==> config.mk <==
export PLATFORM = sky130hd
export DESIGN_NAME = fft_ram_reader_flat
export DESIGN_NICKNAME = d
export VERILOG_FILES = /design/src/rtl/fft_pkg.sv /design/src/rtl/fft_ram_reader_if.sv /design/src/rtl/fft_skid_buf.sv /design/src/rtl/fft_ram_reader.sv /design/src/flat_wrapper.sv
export SDC_FILE = /design/constraint.sdc
export NUM_CORES = 1
export LEC_CHECK = 0
export BUFFER_PORTS_ARGS = -buffer_cell sky130_fd_sc_hd__clkbuf_2
export CORE_ASPECT_RATIO = 2
export CORE_MARGIN = 2
export CORE_UTILIZATION = 61
export CTS_CLUSTER_DIAMETER = 40
export DETAILED_ROUTE_END_ITERATION = 12
export PLACE_DENSITY_LB_ADDON = 0.3
export SYNTH_ARGS = -nofsm -noshare
export SYNTH_HDL_FRONTEND = slang
export SYNTH_HIERARCHICAL = 1
export SYNTH_SLANG_ARGS = --single-unit
==> constraint.sdc <==
create_clock -name clk -period 6.1 [get_ports clk]
set_clock_uncertainty 0.05 [all_clocks]
set_input_delay 1.22 -clock clk [delete_from_list [all_inputs] [get_ports clk]]
set_output_delay 1.22 -clock clk [all_outputs]
set_load 0.02 [all_outputs]
==> src/rtl/fft_pkg.sv <==
//------------------------------------------------------------------------------
// Module  : fft_pkg
// Brief   : Shared width defaults, FSM state encoding and bit-reverse helper
//           for the FFT RAM streaming blocks.
// Rev     : 1.0
//------------------------------------------------------------------------------
`default_nettype none

package fft_pkg;

    localparam int FFT_DATA_BIT_WIDTH = 32;
    localparam int FFT_ADDR_BIT_WIDTH = 16;
    localparam int FFT_LOG2_N         = 10;

    typedef enum logic [1:0] {
        ST_IDLE  = 2'd0,
        ST_RUN   = 2'd1,
        ST_DRAIN = 2'd2
    } fft_state_e;

    // Reverses the low i_width bits of i_val; bits above i_width come back zero.
    function automatic logic [31:0] bit_reverse(input logic [31:0] i_val,
                                                input int unsigned i_width);
        logic [31:0] w_res;
        w_res = '0;
        for (int i = 0; i < 32; i++) begin
            if (i < int'(i_width)) begin
                w_res[i] = i_val[int'(i_width) - 1 - i];
            end
        end
        return w_res;
    endfunction

endpackage

`default_nettype wire

==> src/rtl/fft_ram_reader_if.sv <==
//------------------------------------------------------------------------------
// Module  : fft_stream_if
// Brief   : Valid/ready output stream carrying FFT words with index/last tags.
// Rev     : 1.0
//------------------------------------------------------------------------------
`default_nettype none

interface fft_stream_if #(
    parameter int DATA_BIT_WIDTH = 32,
    parameter int LOG2_N         = 10
);
    logic [DATA_BIT_WIDTH-1:0] out_data;
    logic                      out_valid;
    logic                      out_ready;
    logic                      out_last;
    logic [LOG2_N-1:0]         out_index;

    modport master (
        output out_data,
        output out_valid,
        output out_last,
        output out_index,
        input  out_ready
    );

    modport slave (
        input  out_data,
        input  out_valid,
        input  out_last,
        input  out_index,
        output out_ready
    );
endinterface

`default_nettype wire

==> src/rtl/fft_skid_buf.sv <==
//------------------------------------------------------------------------------
// Module  : fft_skid_buf
// Brief   : 2-entry valid/ready FIFO with occupancy output for issue gating.
// Rev     : 1.0
//------------------------------------------------------------------------------
`default_nettype none

module fft_skid_buf #(
    parameter int WIDTH = 8
) (
    input  wire logic             clk,
    input  wire logic             rst,
    input  wire logic             i_push,
    input  wire logic [WIDTH-1:0] i_data,
    input  wire logic             i_ready,
    output logic                  o_valid,
    output logic [WIDTH-1:0]      o_data,
    output logic                  o_pop,
    output logic [1:0]            o_count
);
    logic [WIDTH-1:0] r_mem [2];
    logic             r_wr_ptr;
    logic             r_rd_ptr;
    logic [1:0]       r_count;

    assign o_valid = (r_count != 2'd0);
    assign o_pop   = o_valid && i_ready;
    assign o_data  = r_mem[r_rd_ptr];
    assign o_count = r_count;

    always_ff @(posedge clk) begin
        if (rst) begin
            r_mem[0] <= '0;
            r_mem[1] <= '0;
            r_wr_ptr <= 1'b0;
            r_rd_ptr <= 1'b0;
            r_count  <= 2'd0;
        end else begin
            if (i_push) begin
                r_mem[r_wr_ptr] <= i_data;
                r_wr_ptr        <= ~r_wr_ptr;
            end
            if (o_pop) begin
                r_rd_ptr <= ~r_rd_ptr;
            end
            r_count <= r_count + {1'b0, i_push} - {1'b0, o_pop};
        end
    end

endmodule

`default_nettype wire

==> src/rtl/fft_ram_reader.sv <==
//------------------------------------------------------------------------------
// Module  : fft_ram_reader
// Brief   : Streams one 2^LOG2_N frame out of the FFT RAM read port onto a
//           valid/ready stream. Define BIT_REVERSE_EN for bit-reversed reads.
// Rev     : 1.0
//------------------------------------------------------------------------------
`default_nettype none

module fft_ram_reader
    import fft_pkg::*;
#(
    parameter int DATA_BIT_WIDTH = FFT_DATA_BIT_WIDTH,
    parameter int ADDR_BIT_WIDTH = FFT_ADDR_BIT_WIDTH,
    parameter int LOG2_N         = FFT_LOG2_N
) (
    input  wire logic                      clk,
    input  wire logic                      rst,
    input  wire logic                      start,
    input  wire logic [ADDR_BIT_WIDTH-1:0] base_addr,
    output logic                           busy,
    output logic                           done,
    output logic [ADDR_BIT_WIDTH-1:0]      read_addr,
    input  wire logic [DATA_BIT_WIDTH-1:0] ram_data,
    fft_stream_if.master                   out_if
);
    localparam logic [1:0]        S_IDLE     = ST_IDLE;
    localparam logic [1:0]        S_RUN      = ST_RUN;
    localparam logic [1:0]        S_DRAIN    = ST_DRAIN;
    localparam logic [LOG2_N-1:0] C_LAST_IDX = '1;
    localparam int                C_PAY_W    = DATA_BIT_WIDTH + LOG2_N + 1;

    logic [1:0]                r_state;
    logic [ADDR_BIT_WIDTH-1:0] r_base;
    logic [LOG2_N-1:0]         r_issue_cnt;
    logic [ADDR_BIT_WIDTH-1:0] r_read_addr;
    logic                      r_inflight;
    logic [LOG2_N-1:0]         r_inflight_idx;
    logic                      r_inflight_last;
    logic                      r_busy;
    logic                      r_done;

    logic [LOG2_N-1:0]  w_offset;
    logic [C_PAY_W-1:0] w_head;
    logic               w_valid;
    logic               w_pop;
    logic [1:0]         w_count;
    logic [2:0]         w_occ;
    logic               w_issue;
    logic               w_head_last;

`ifdef BIT_REVERSE_EN
    assign w_offset = LOG2_N'(bit_reverse(32'(r_issue_cnt), LOG2_N));
`else
    assign w_offset = r_issue_cnt;
`endif

    // Words buffered plus the one arriving this edge, net of the pop, must leave
    // room for the read issued now, so at most two words are ever held or in flight.
    assign w_occ   = {1'b0, w_count} + {2'b00, r_inflight} - {2'b00, w_pop};
    assign w_issue = (r_state == S_RUN) && (w_occ <= 3'd1);

    fft_skid_buf #(
        .WIDTH (C_PAY_W)
    ) u_skid (
        .clk     (clk),
        .rst     (rst),
        .i_push  (r_inflight),
        .i_data  ({ram_data, r_inflight_idx, r_inflight_last}),
        .i_ready (out_if.out_ready),
        .o_valid (w_valid),
        .o_data  (w_head),
        .o_pop   (w_pop),
        .o_count (w_count)
    );

    assign w_head_last      = w_head[0];
    assign out_if.out_valid = w_valid;
    assign out_if.out_data  = w_head[C_PAY_W-1 -: DATA_BIT_WIDTH];
    assign out_if.out_index = w_head[LOG2_N:1];
    assign out_if.out_last  = w_head_last;

    assign busy      = r_busy;
    assign done      = r_done;
    assign read_addr = r_read_addr;

    always_ff @(posedge clk) begin
        if (rst) begin
            r_state         <= S_IDLE;
            r_base          <= '0;
            r_issue_cnt     <= '0;
            r_read_addr     <= '0;
            r_inflight      <= 1'b0;
            r_inflight_idx  <= '0;
            r_inflight_last <= 1'b0;
            r_busy          <= 1'b0;
            r_done          <= 1'b0;
        end else begin
            r_done     <= 1'b0;
            r_inflight <= w_issue;
            if (w_issue) begin
                r_read_addr     <= r_base + ADDR_BIT_WIDTH'(w_offset);
                r_inflight_idx  <= r_issue_cnt;
                r_inflight_last <= (r_issue_cnt == C_LAST_IDX);
                r_issue_cnt     <= r_issue_cnt + 1'b1;
            end
            case (r_state)
                S_IDLE: begin
                    if (start) begin
                        r_base      <= base_addr;
                        r_issue_cnt <= '0;
                        r_busy      <= 1'b1;
                        r_state     <= S_RUN;
                    end
                end
                S_RUN: begin
                    if (w_issue && (r_issue_cnt == C_LAST_IDX)) begin
                        r_state <= S_DRAIN;
                    end
                end
                S_DRAIN: begin
                    // Popping the tagged last word means every earlier word has left.
                    if (w_pop && w_head_last) begin
                        r_busy  <= 1'b0;
                        r_done  <= 1'b1;
                        r_state <= S_IDLE;
                    end
                end
                default: r_state <= S_IDLE;
            endcase
        end
    end

endmodule

`default_nettype wire

==> src/flat_wrapper.sv <==
// flat-port wrapper written by rule: the top's interface ports become plain ports
module fft_ram_reader_flat import fft_pkg::*;
#(
    parameter int DATA_BIT_WIDTH = FFT_DATA_BIT_WIDTH,
    parameter int ADDR_BIT_WIDTH = FFT_ADDR_BIT_WIDTH,
    parameter int LOG2_N         = FFT_LOG2_N
)
  (clk, rst, start, base_addr, busy, done, read_addr, ram_data, out_if_out_data, out_if_out_valid, out_if_out_last, out_if_out_index, out_if_out_ready);
  fft_stream_if #(.DATA_BIT_WIDTH(DATA_BIT_WIDTH), .LOG2_N(LOG2_N)) out_if_i ();
  input  wire logic clk;
  input  wire logic rst;
  input  wire logic start;
  input  wire logic [ADDR_BIT_WIDTH-1:0] base_addr;
  output logic busy;
  output logic done;
  output logic [ADDR_BIT_WIDTH-1:0] read_addr;
  input  wire logic [DATA_BIT_WIDTH-1:0] ram_data;
  output wire logic [$bits(out_if_i.out_data)-1:0] out_if_out_data;
  output wire logic [$bits(out_if_i.out_valid)-1:0] out_if_out_valid;
  output wire logic [$bits(out_if_i.out_last)-1:0] out_if_out_last;
  output wire logic [$bits(out_if_i.out_index)-1:0] out_if_out_index;
  input wire logic [$bits(out_if_i.out_ready)-1:0] out_if_out_ready;
  assign out_if_out_data = out_if_i.out_data;
  assign out_if_out_valid = out_if_i.out_valid;
  assign out_if_out_last = out_if_i.out_last;
  assign out_if_out_index = out_if_i.out_index;
  assign out_if_i.out_ready = out_if_out_ready;
  fft_ram_reader #(.DATA_BIT_WIDTH(DATA_BIT_WIDTH), .ADDR_BIT_WIDTH(ADDR_BIT_WIDTH), .LOG2_N(LOG2_N)) u_core (.clk(clk), .rst(rst), .start(start), .base_addr(base_addr), .busy(busy), .done(done), .read_addr(read_addr), .ram_data(ram_data), .out_if(out_if_i));
endmodule
# After elaboration in Yosys (flattened, before gate mapping)
# Memories as Yosys holds them, arrays and structs flattened. A register that Yosys moved wholly into a read port is not among the register bits.
# Index checks and enable logic that the tools add are counted.
[op_classes] n_addsub=6 n_lt_le_gt_ge=1 n_eq_ne=6 n_mux=21 bitwise_logic=3 reduce_logical=12
[op_table] operator="$mux W43" n=1
[op_table] operator="$reduce_or A43 Y1" n=1
[op_table] operator="$mux W10" n=3
[op_table] operator="$add A16 B10 Y16" n=1
[op_table] operator="$mux W1" n=12
[op_table] operator="$add A10 B1 Y10 const B" n=1
[op_table] operator="$eq A10 B10 Y1 const B" n=1
[op_table] operator="$mux W2" n=3
[op_table] operator="$pmux W2 S3" n=1
[op_table] operator="$reduce_and A3 Y1" n=2
[op_table] operator="$logic_and A1 B1 Y1" n=4
[op_table] operator="$ne A2 B2 Y1 const B" n=2
[op_table] operator="$reduce_bool A2 Y1" n=2
[op_table] operator="$add A2 B1 Y3" n=1
[op_table] operator="$le A3 B1 Y1 const B" n=1
[op_table] operator="$not A1 Y1" n=3
[op_table] operator="$sub A3 B1 Y3" n=1
[op_table] operator="$add A2 B1 Y2" n=1
[op_table] operator="$eq A2 B1 Y1 const B" n=1
[op_table] operator="$eq A2 B2 Y1 const B" n=1
[op_table] operator="$logic_not A2 Y1" n=1
[op_table] operator="$ne A2 B1 Y1 const B" n=1
[op_table] operator="$pmux W1 S2" n=1
[op_table] operator="$reduce_and A2 Y1" n=1
[op_table] operator="other kinds (2)" n=2
[totals] ff_bits=62 ramBits=86 in_bits=52 out_inout_bits=62 elab_cells=62 mem_count=1
[memory_table] name="u_core.u_skid.r_mem" words=2 width=43 read_ports=1 rd_ports_with_merged_regs=1 wr=2 line="fft_skid_buf.sv:21" rtl="logic [WIDTH-1:0] r_mem [2];"

# Longest topological paths before layout
# Gate-level depths: netlist of run 1.
[depth] ltp_word=8 mapped_depth=13 ltp_nobuf=11

# Modules after synthesis
# The synthesis of run 1 kept the hierarchy.
[modules_own_cells] mod="fft_skid_buf" instances=1 cells_each=301 area_per_inst_um2=4026.4 seq_area_each_um2=2682.6
[modules_own_cells] mod="fft_ram_reader" instances=1 cells_each=342 area_per_inst_um2=2775.2 seq_area_each_um2=1161.1

# Worst setup path before layout of run 1
# No wires, ideal clock.
[synth_path] kind="input port to flip-flop" startpoint="input port out_if_out_ready" endpoint="register u_core.r_read_addr[10] (netlist: u_core/read_addr[10])" setup_time_ps=62 arrival_time_ps=3438 required_time_ps=5988 setup_slack_ps=2549 path_stages=13 path_buffers=3 cell_sequence="o21a_1 ha_1 inv_1 ha_1 inv_1 fa_1 and3b_1 and2_1 buf_2 buf_2 buf_1 o2111ai_1 nand3_1"
[synth_via] elab_chain_len=4
[synth_lines] item="start: declaration" line="flat_wrapper.sv:22" rtl="input wire logic [$bits(out_if_i.out_ready)-1:0] out_if_out_ready;"
[synth_lines] item="$logic_and A1 B1 Y1" line="fft_skid_buf.sv:27" rtl="assign o_pop = o_valid && i_ready;"
[synth_lines] item="$sub A3 B1 Y3" line="fft_ram_reader.sv:59" rtl="assign w_occ = {1'b0, w_count} + {2'b00, r_inflight} - {2'b00, w_pop};"
[synth_lines] item="$le A3 B1 Y1" line="fft_ram_reader.sv:60" rtl="assign w_issue = (r_state == S_RUN) && (w_occ <= 3'd1);"
[synth_lines] item="$logic_and A1 B1 Y1" line="fft_ram_reader.sv:60"
[synth_lines] item="end signal: assignment" line="fft_ram_reader.sv:101" rtl="r_read_addr <= r_base + ADDR_BIT_WIDTH'(w_offset);"
[synth_lines] item="end: declaration" line="fft_ram_reader.sv:35" rtl="logic [ADDR_BIT_WIDTH-1:0] r_read_addr;"
# No other way between the ends.
# A chain may end at the register's enable or synchronous reset.

# Final worst setup path of run 1
[layout_path] startpoint="input port out_if_out_ready" endpoint="register u_core.r_issue_cnt[5]"
[layout_via] elab_chain_len=7
[layout_lines] item="$logic_and A1 B1 Y1 *" line="fft_skid_buf.sv:27"
[layout_lines] item="via u_core.w_pop" line="fft_ram_reader.sv:45" rtl="logic w_pop;"
[layout_lines] item="$sub A3 B1 Y3 *" line="fft_ram_reader.sv:59"
[layout_lines] item="$le A3 B1 Y1 *" line="fft_ram_reader.sv:60"
[layout_lines] item="$logic_and A1 B1 Y1 *" line="fft_ram_reader.sv:60"
[layout_lines] item="$mux W10 *" line="fft_ram_reader.sv:100" rtl="if (w_issue) begin"
[layout_lines] item="$mux W10" line="fft_ram_reader.sv:108" rtl="if (start) begin"
[layout_lines] item="$mux W10 *" line="fft_ram_reader.sv:106" rtl="case (r_state)"
[layout_lines] item="end signal: assignment" line="fft_ram_reader.sv:104" rtl="r_issue_cnt <= r_issue_cnt + 1'b1;"
[layout_lines] item="end: declaration" line="fft_ram_reader.sv:34" rtl="logic [LOG2_N-1:0] r_issue_cnt;"
# The timed path passes the listed nets; every way through them passes the cells marked *.

==> run_results.csv, run 1 <==
group,metric,value,unit
status,status,"complete, no violations",
routing,vias,5156,
clocking,hold_buffers,0,
cells_and_area,antennaDiodeCount,0,
clocking,cts_sinks,149,
timing,setup_viol,0,
timing,setup_tns,0,ps
clocking,post_cts_buffers,0,
placed_design,gp_congestion,0.929,
synthesis,syn_avg_cell_area,10.6,um^2
grt,grt_max_degree,62,
synthesis,yosysWarnings,6,
power,p_clk_frac,0.341,
synthesis,yosysTopAreaCell,"edfxtp_1",
grt,grt_pass1_wl,24300,um
cells_and_area,seqCellArea,3840,um^2
synthesis,ys_ff_latch,149,
min_path,hold_class,"flip-flop to flip-flop",
cells_and_area,num-fill-cells,755,
die,die_height,153,um
routing,first_pass_iters,5,
die,initial_core_util,0.625,
power,p_comb_frac,0.227,
synthesis,synth_cells,643,
worst_setup_path,cp.buffers_inverters,3,
routing,drt-total-wl,15600,um
timing,fmax,258,MHz
timing,finalCriticalPeriod,3880,ps
clocking,path_clk_slew,60,ps
clocking,cts_resized,0,
placed_design,dp_hpwl,10300,um
cells_and_area,area_delta_synth_final,17.2,%
worst_setup_path,cp_slowest_cell,"and2_1",
synthesis,netlist_area,6800,um^2
routing,final_antenna_net_count,0,
routing,via_per_inst,5.74,
worst_setup_path,crit_family,"simple AND/OR/NAND/NOR gates",
die,dieArea,12100,um^2
grt,track_usage,0.263,
timing,holdWs,404,ps
timing,relSlewSlack,0.244,
worst_setup_path,cp.required,6380,ps
worst_setup_path,crit_arrival,4160,ps
cells_and_area,multi_input_area,2740,um^2
timing,tightest_slew,1130,ps
power,p_per_area,368,nW/um^2
routing,drtIter0Drc,360,
cells_and_area,fin_nets,814,
routing,wl_per_cell,17.4,um
clocking,root_buffer,"clkbuf_16",
timing,drv_slew,0,
power,power_leakage,0.00318,uW
timing,finalHoldViolCount,0,
power,ir_drop,0.223,mV
die,io_pins,114,
timing,rsz0062_at_grt,"false",
clocking,clock_latency,410,ps
timing,fin_crit_sh,0.636,
power,power_switching_share,0.313,
synthesis,yosysSeqAreaShare,0.565,
power,internal_power,2020,uW
clocking,numCtsBuffers,17,
clocking,htreeDepth,4,
grt,grt_pass1_vias,5247,
worst_setup_path,cp_cell_sequence,"clkbuf_2 -> o21a_1 -> ha_1 -> inv_1 -> ha_1 -> inv_1 -> fa_1 -> xnor2_1 -> and2_1 -> nand2_1 -> or3_1 -> a21oi_1",
synthesis,synth.distinct_cells,53,
synthesis,synth_edf_count,86,
die,core,10900,um^2
power,share_seq_of_total_power,0.433,
die,die_w,78.7,um
worst_setup_path,critPathMaxFanout,21,
die,floorplan.rows,54,
worst_setup_path,path_class,"primary input to flip-flop",
run,drv_cap,0,
synthesis,async_flop_share,0,
clocking,cts_tree,"done",
synthesis,ys.flop_type,"edfxtp_1",
synthesis,yosys-top-cells-area,"edfxtp_1 (38%), dfxtp_1 (19%), mux2_2 (7.5%), nor2_1 (5.8%), nand2b_1 (4.4%)",
worst_setup_path,max_stage_delay,660,ps
synthesis,synth_top_cell_area_share,0.380,
cells_and_area,layout-drive-gt1-share,0.268,
clocking,ctsLongestPathBuffers,2,
power,p_switching,918,uW
grt,gr-total-overflow,0,
routing,post-route-drc-count,0,
synthesis,synth_nets,712,
placed_design,io_buffers,113,
worst_setup_path,critPathCaptureType,"flip-flop",
grt,antenna_found_initial,0,
worst_setup_path,start_kind,"primary input",
layout make-up:
cell class              instances  area share
flip-flops and latches        149       0.482
multi-input cells             447       0.343
repair buffers                118      0.0756
clock buffers                  18      0.0538
well taps                     140      0.0220
clock inverters                14      0.0177
inverters                      12     0.00565
layout by cell type, fill, tap and decap left out, types with 8 or more instances in the layout:
cell and count:
a21o_1 8, ha_1 15, mux2_2 45, o21ai_0 9, nand3_1 10, clkbuf_2 113, inv_1 11, edfxtp_1 86
a21oi_1 48, nand2_1 78, nor2_1 106, dfxtp_1 62, nand2b_1 45, clkbuf_16 17
synth_stat cells (3+ instances only):
library cell / n
nor2b_1: 6
o21ai_1: 3
o21a_1: 4
mux2_2: 45
nor2_1: 106
o21ai_0: 9
nor3_1: 5
nand2_1: 78
a211oi_1: 6
clkbuf_1: 13
and2_1: 3
nand2b_1: 48
nand3b_1: 3
edfxtp_1: 86
xnor2_1: 4
inv_1: 11
a21oi_1: 48
dfxtp_1: 63
a21o_1: 8
and3_1: 4
or3_1: 4
buf_6: 5
buf_1: 4
buf_2: 13
nand3_1: 10
xor2_1: 4
ha_1: 15
worst reg2reg max path, stage by stage (launching register included):
cell     delay (ps)
dfxtp_1         480
o21a_1          290
ha_1            260
inv_1            70
ha_1            150
inv_1            60
fa_1            390
xnor2_1         270
and2_1          660
nand2_1         250
or3_1           360
a21oi_1         170
sequential cells by signal (all words and copies together) (netlist names), named ones only:
register                cells
u_core/read_addr           16
u_core/r_inflight           1
u_core/u_skid/r_rd_ptr      1
u_core/busy                 1
u_core/u_skid/r_mem        86
u_core/r_inflight_last      1
u_core/r_issue_cnt         10
u_core/r_base              16
u_core/u_skid/r_wr_ptr      1
u_core/u_skid/o_count       2
u_core/r_state              2
u_core/r_inflight_idx      10
u_core/done                 1
power by group through the flow:
stage | Combinational [uW] | Clock [uW] | Sequential [uW]
floorplan | 493 | 0 | 1260
global placement | 649 | 0 | 1280
detailed placement | 662 | 0 | 1290
CTS | 670 | 1010 | 1270
global route | 716 | 1060 | 1280
finish | 665 | 1000 | 1270
stage by stage:
| step | total power [uW] | util | setup slack, ps | std cells | instance area (um^2) |
|---|---|---|---|---|---|
| 3_5_place_dp | 1950 | 0.681 | 1880 | 866 | 7400 |
| 6_report | 2940 | 0.733 | 2220 | 898 | 7970 |
| 2_1_floorplan | 1760 | - | 2550 | 643 | 6800 |
| 5_1_grt | 3050 | 0.733 | 2060 | 898 | 7970 |
| 3_3_place_gp | 1930 | 0.681 | 2010 | 866 | 7400 |
| 4_1_cts | 2950 | 0.733 | 2220 | 898 | 7970 |
metal layers:
| metal | track usage | routed length (um) | part of all wire | vias to the layer above |
|---|---|---|---|---|
| li1 | - | - | - | 2445 |
| met1 | 0.249 | 5320 | 0.34 | 2477 |
| met2 | 0.508 | 9060 | 0.58 | 189 |
| met3 | 0.0567 | 701 | 0.045 | 45 |
| met4 | 0.133 | 570 | 0.036 | 0 |
| met5 | 0 | 0 | 0 | - |
worst paths after layout:
path                                         start                               endpoint  slack [ps]  depth (start not counted)
max                               out_if_out_ready       u_core/r_issue_cnt[5]$_SDFF_PP0_        2220                         12
min          u_core/r_inflight_idx[3]$_SDFFE_PP0P_  u_core/r_inflight_idx[3]$_SDFFE_PP0P_         400                          2
max reg2reg    u_core/u_skid/o_count[1]$_SDFF_PP0_       u_core/r_issue_cnt[5]$_SDFF_PP0_        2560                         11
min reg2reg  u_core/r_inflight_idx[3]$_SDFFE_PP0P_  u_core/r_inflight_idx[3]$_SDFFE_PP0P_         400                          2
cells by family (layout without fill, tap and decap cells):
family / Yosys count / after routing / synth area share
AO/OA/AOI/OAI: 97 / 97 / 0.0901
buffers and inverters: 47 / 162 / 0.0338
flip-flops: 149 / 149 / 0.565
AND/OR/NAND/NOR: 279 / 279 / 0.189
XOR/XNOR: 9 / 9 / 0.0136
adder cells (fa/ha/maj): 17 / 17 / 0.0335
multiplexers: 45 / 45 / 0.0745
Power figures use the tool's default switching activity.
==> run 2: changes to the inputs <==
--- a/config.mk
+++ b/config.mk
@@ -5,10 +5,11 @@
 export SDC_FILE = /design/constraint.sdc
 export NUM_CORES = 1
 export LEC_CHECK = 0
+export ABC_AREA = 1
 export BUFFER_PORTS_ARGS = -buffer_cell sky130_fd_sc_hd__clkbuf_2
 export CORE_ASPECT_RATIO = 2
 export CORE_MARGIN = 2
-export CORE_UTILIZATION = 61
+export CORE_UTILIZATION = 57
 export CTS_CLUSTER_DIAMETER = 40
 export DETAILED_ROUTE_END_ITERATION = 12
 export PLACE_DENSITY_LB_ADDON = 0.3
==> constraint.sdc (replaced) <==
create_clock -name clk -period 3.7 [get_ports clk]
set_clock_uncertainty 0.05 [all_clocks]
set_input_delay 0.74 -clock clk [delete_from_list [all_inputs] [get_ports clk]]
set_output_delay 0.74 -clock clk [all_outputs]
set_load 0.02 [all_outputs]
==> run 2 against run 1 <==
  * Non-clock buffer count rose by 3
  * Die area grew 10%
  * Count of clock-buffer cells in the layout unchanged
  * Sequential power grew 68%
  * Hold slack better by 17 ps
  * Critical path type is now flip-flop to primary output
  * Largest power group unchanged
  * Highest routed layer unchanged
==> run_results.csv, run 2 <==
group,metric,value,unit
status,status,"complete, no violations",
routing,first_pass_iters,5,
die,io_pins,114,
placed_design,pre_cts_ws,516,ps
clocking,numCtsBuffers,17,
placed_design,io_buffers,113,
die,initial_core_util,0.580,
synthesis,synth_cells,751,
die,core,12100,um^2
timing,fmax,346,MHz
routing,vias,5344,
cells_and_area,area_delta_synth_final,16.7,%
timing,fin_crit_sh,0.780,
routing,drtIter0Drc,248,
clocking,ctsLongestPathBuffers,2,
timing,setup_viol,0,
timing,setup_tns,0,ps
worst_setup_path,critPathMaxFanout,25,
synthesis,ys.flop_type,"edfxtp_1",
grt,antenna_found_initial,0,
timing,finalHoldViolCount,0,
die,die_w,82.6,um
cells_and_area,antennaDiodeCount,0,
die,floorplan.rows,57,
die,die_height,161,um
synthesis,yosysTopAreaCell,"edfxtp_1",
worst_setup_path,max_stage_delay,720,ps
cells_and_area,largest_reg_flops,86,
clocking,cts_tree,"done",
clocking,htreeDepth,4,
worst_setup_path,critPathCaptureType,"primary output",
routing,post-route-drc-count,0,
grt,track_usage,0.243,
routing,final_antenna_net_count,0,
placed_design,placed_cell_area,7650,um^2
grt,grt_pass1_vias,5446,
synthesis,syn_avg_cell_area,9.37,um^2
cells_and_area,design_area,8210,um^2
grt,grt_max_degree,47,
synthesis,synth.distinct_cells,37,
synthesis,synth_top_cell_area_share,0.367,
clocking,clock_latency,410,ps
synthesis,async_flop_share,0,
clocking,path_clk_slew,60,ps
timing,setup_ws,813,ps
worst_setup_path,start_kind,"flip-flop",
synthesis,synth.most_common_cell,"nor2_1",
clocking,hold_buffers,0,
timing,rsz0062_at_grt,"false",
grt,gr-total-overflow,0,
cells_and_area,layout-drive-gt1-share,0.257,
clocking,cts_sinks,149,
timing,tightest_slew,742,ps
synthesis,yosysWarnings,6,
synthesis,netlist_area,7040,um^2
clocking,root_buffer,"clkbuf_16",
run,drv_cap,0,
power,p_per_area,608,nW/um^2
clocking,post_cts_buffers,0,
synthesis,yosysSeqAreaShare,0.546,
die,dieArea,13300,um^2
min_path,hold_class,"flip-flop to flip-flop",
synthesis,yosys-top-cells-count,"nor2_1 (171), inv_1 (111), nand2_1 (88)",
timing,finalCriticalPeriod,2890,ps
worst_setup_path,path_class,"flip-flop to primary output",
synthesis,synth_edf_count,86,
power,power_leakage,0.00375,uW
worst_setup_path,cp_cell_sequence,"buf_4 -> mux2_2 -> clkbuf_2",
synthesis,ys_ff_latch,149,
worst_setup_path,r2r_slack,830,ps
timing,drv_slew,0,
cells_and_area,mostFrequentLayoutCells,"nor2_1 (171), clkbuf_2 (113), inv_1 (111)",
cells_and_area,fin_util,0.677,
synthesis,synth_nets,820,
routing,drt-total-wl,15200,um
synthesis,yosys-top-cells-area,"edfxtp_1 (37%), dfxtp_1 (18%), nor2_1 (9.1%), inv_1 (5.9%), mux2_2 (5.3%)",
grt,grt_pass1_wl,24600,um
cells_and_area,final_common_cell,"nor2_1",
worst_setup_path,cp.required,2910,ps
power,ir_drop,0.450,mV
worst_setup_path,crit_arrival,2100,ps
placed_design,dp_hpwl,11100,um
timing,relSlewSlack,0.505,
cells_and_area,fin_nets,933,
routing,wl_per_cell,14.8,um
routing,via_per_inst,5.22,
worst_setup_path,cp_slowest_cell,"dfxtp_2",
cells_and_area,num-fill-cells,952,
cells_and_area,top_register,"u_core/u_skid/r_mem",
clocking,cts_resized,0,
worst_setup_path,crit_family,"flip-flops",
worst_setup_path,cp.buffers_inverters,2,
placed_design,gp_congestion,0.944,
run 2: cell types whose count changed after synthesis, sizes merged, moves of 6 or more:
cell,change
clkbuf,-8
a21o,-6
o21ai,+27
nand3,+24
a211oi,-6
a21oi,-15
nor2,+79
nand2b,-48
nor2b,-6
inv,+102
nand2,+14
run 2: metrics by stage:
| stage | hold slack [ps] | total power (uW) | instances |
|---|---|---|---|
| CTS | 422 | 5040 | 1024 |
| global route | 445 | 5270 | 1024 |
| floorplan | 394 | 3120 | 751 |
| detailed placement | 413 | 3430 | 992 |
| finish | 421 | 4990 | 1024 |
| global placement | 408 | 3380 | 992 |
run 2: area by class of cell:
| class | count | area (um^2) | share of cell area |
|---|---|---|---|
| multi-input combinational | 462 | 2550 | 0.311 |
| inverter | 113 | 432 | 0.0526 |
| clock inverter | 14 | 131 | 0.0160 |
| sequential | 149 | 3840 | 0.468 |
| tap | 147 | 184 | 0.0224 |
| clock buffer | 18 | 429 | 0.0523 |
| timing repair buffer | 121 | 638 | 0.0777 |
run 2: cells by family (layout without fill, tap and decap cells):
logic type / Yosys count / in the layout / share of synthesized area
simple gates: 316 / 316 / 0.187
flops: 149 / 149 / 0.546
buf+inv: 140 / 266 / 0.0919
compound gates: 79 / 79 / 0.0599
mux: 43 / 43 / 0.0741
fa+ha+maj: 17 / 17 / 0.0324
xor+xnor: 7 / 7 / 0.00871
run 2: power by group:
part	internal [uW]	switching [uW]	total (uW)
Clock	893	717	1610
Combinational	467	792	1260
Sequential	1980	149	2130
run 2: worst register-to-register path, cell delays in order (launching register included):
cell and delay [ps]:
dfxtp_1 470, nor2_1 90, nor2_1 150, ha_1 250
inv_1 60, ha_1 150, inv_1 50, fa_1 370
xnor2_1 260, nand2_4 230, inv_8 290, nand2_2 110
nor2_2 110, o21ai_1 70, a21oi_1 110
run 2: worst paths after layout:
kind | startpoint | depth (start not counted) | end
hold reg to reg | u_core/r_inflight_idx[0]$_SDFFE_PP0P_ | 2 | u_core/r_inflight_idx[0]$_SDFFE_PP0P_
setup / recovery | flip-flop | 3 | out_if_out_data[30]
hold / removal | u_core/r_inflight_idx[0]$_SDFFE_PP0P_ | 2 | u_core/r_inflight_idx[0]$_SDFFE_PP0P_
setup reg to reg | u_core/u_skid/o_count[1]$_SDFF_PP0_ | 14 | u_core/r_issue_cnt[8]$_SDFF_PP0_
run 2: routing by layer:
metal  vias to the layer above  routed length (um)  track usage
li1                       2635                   -            -
met1                      2520                5260        0.236
met2                       155                8760        0.460
met3                        34                 579       0.0453
met4                         0                 569        0.122
met5                         -                   0            0
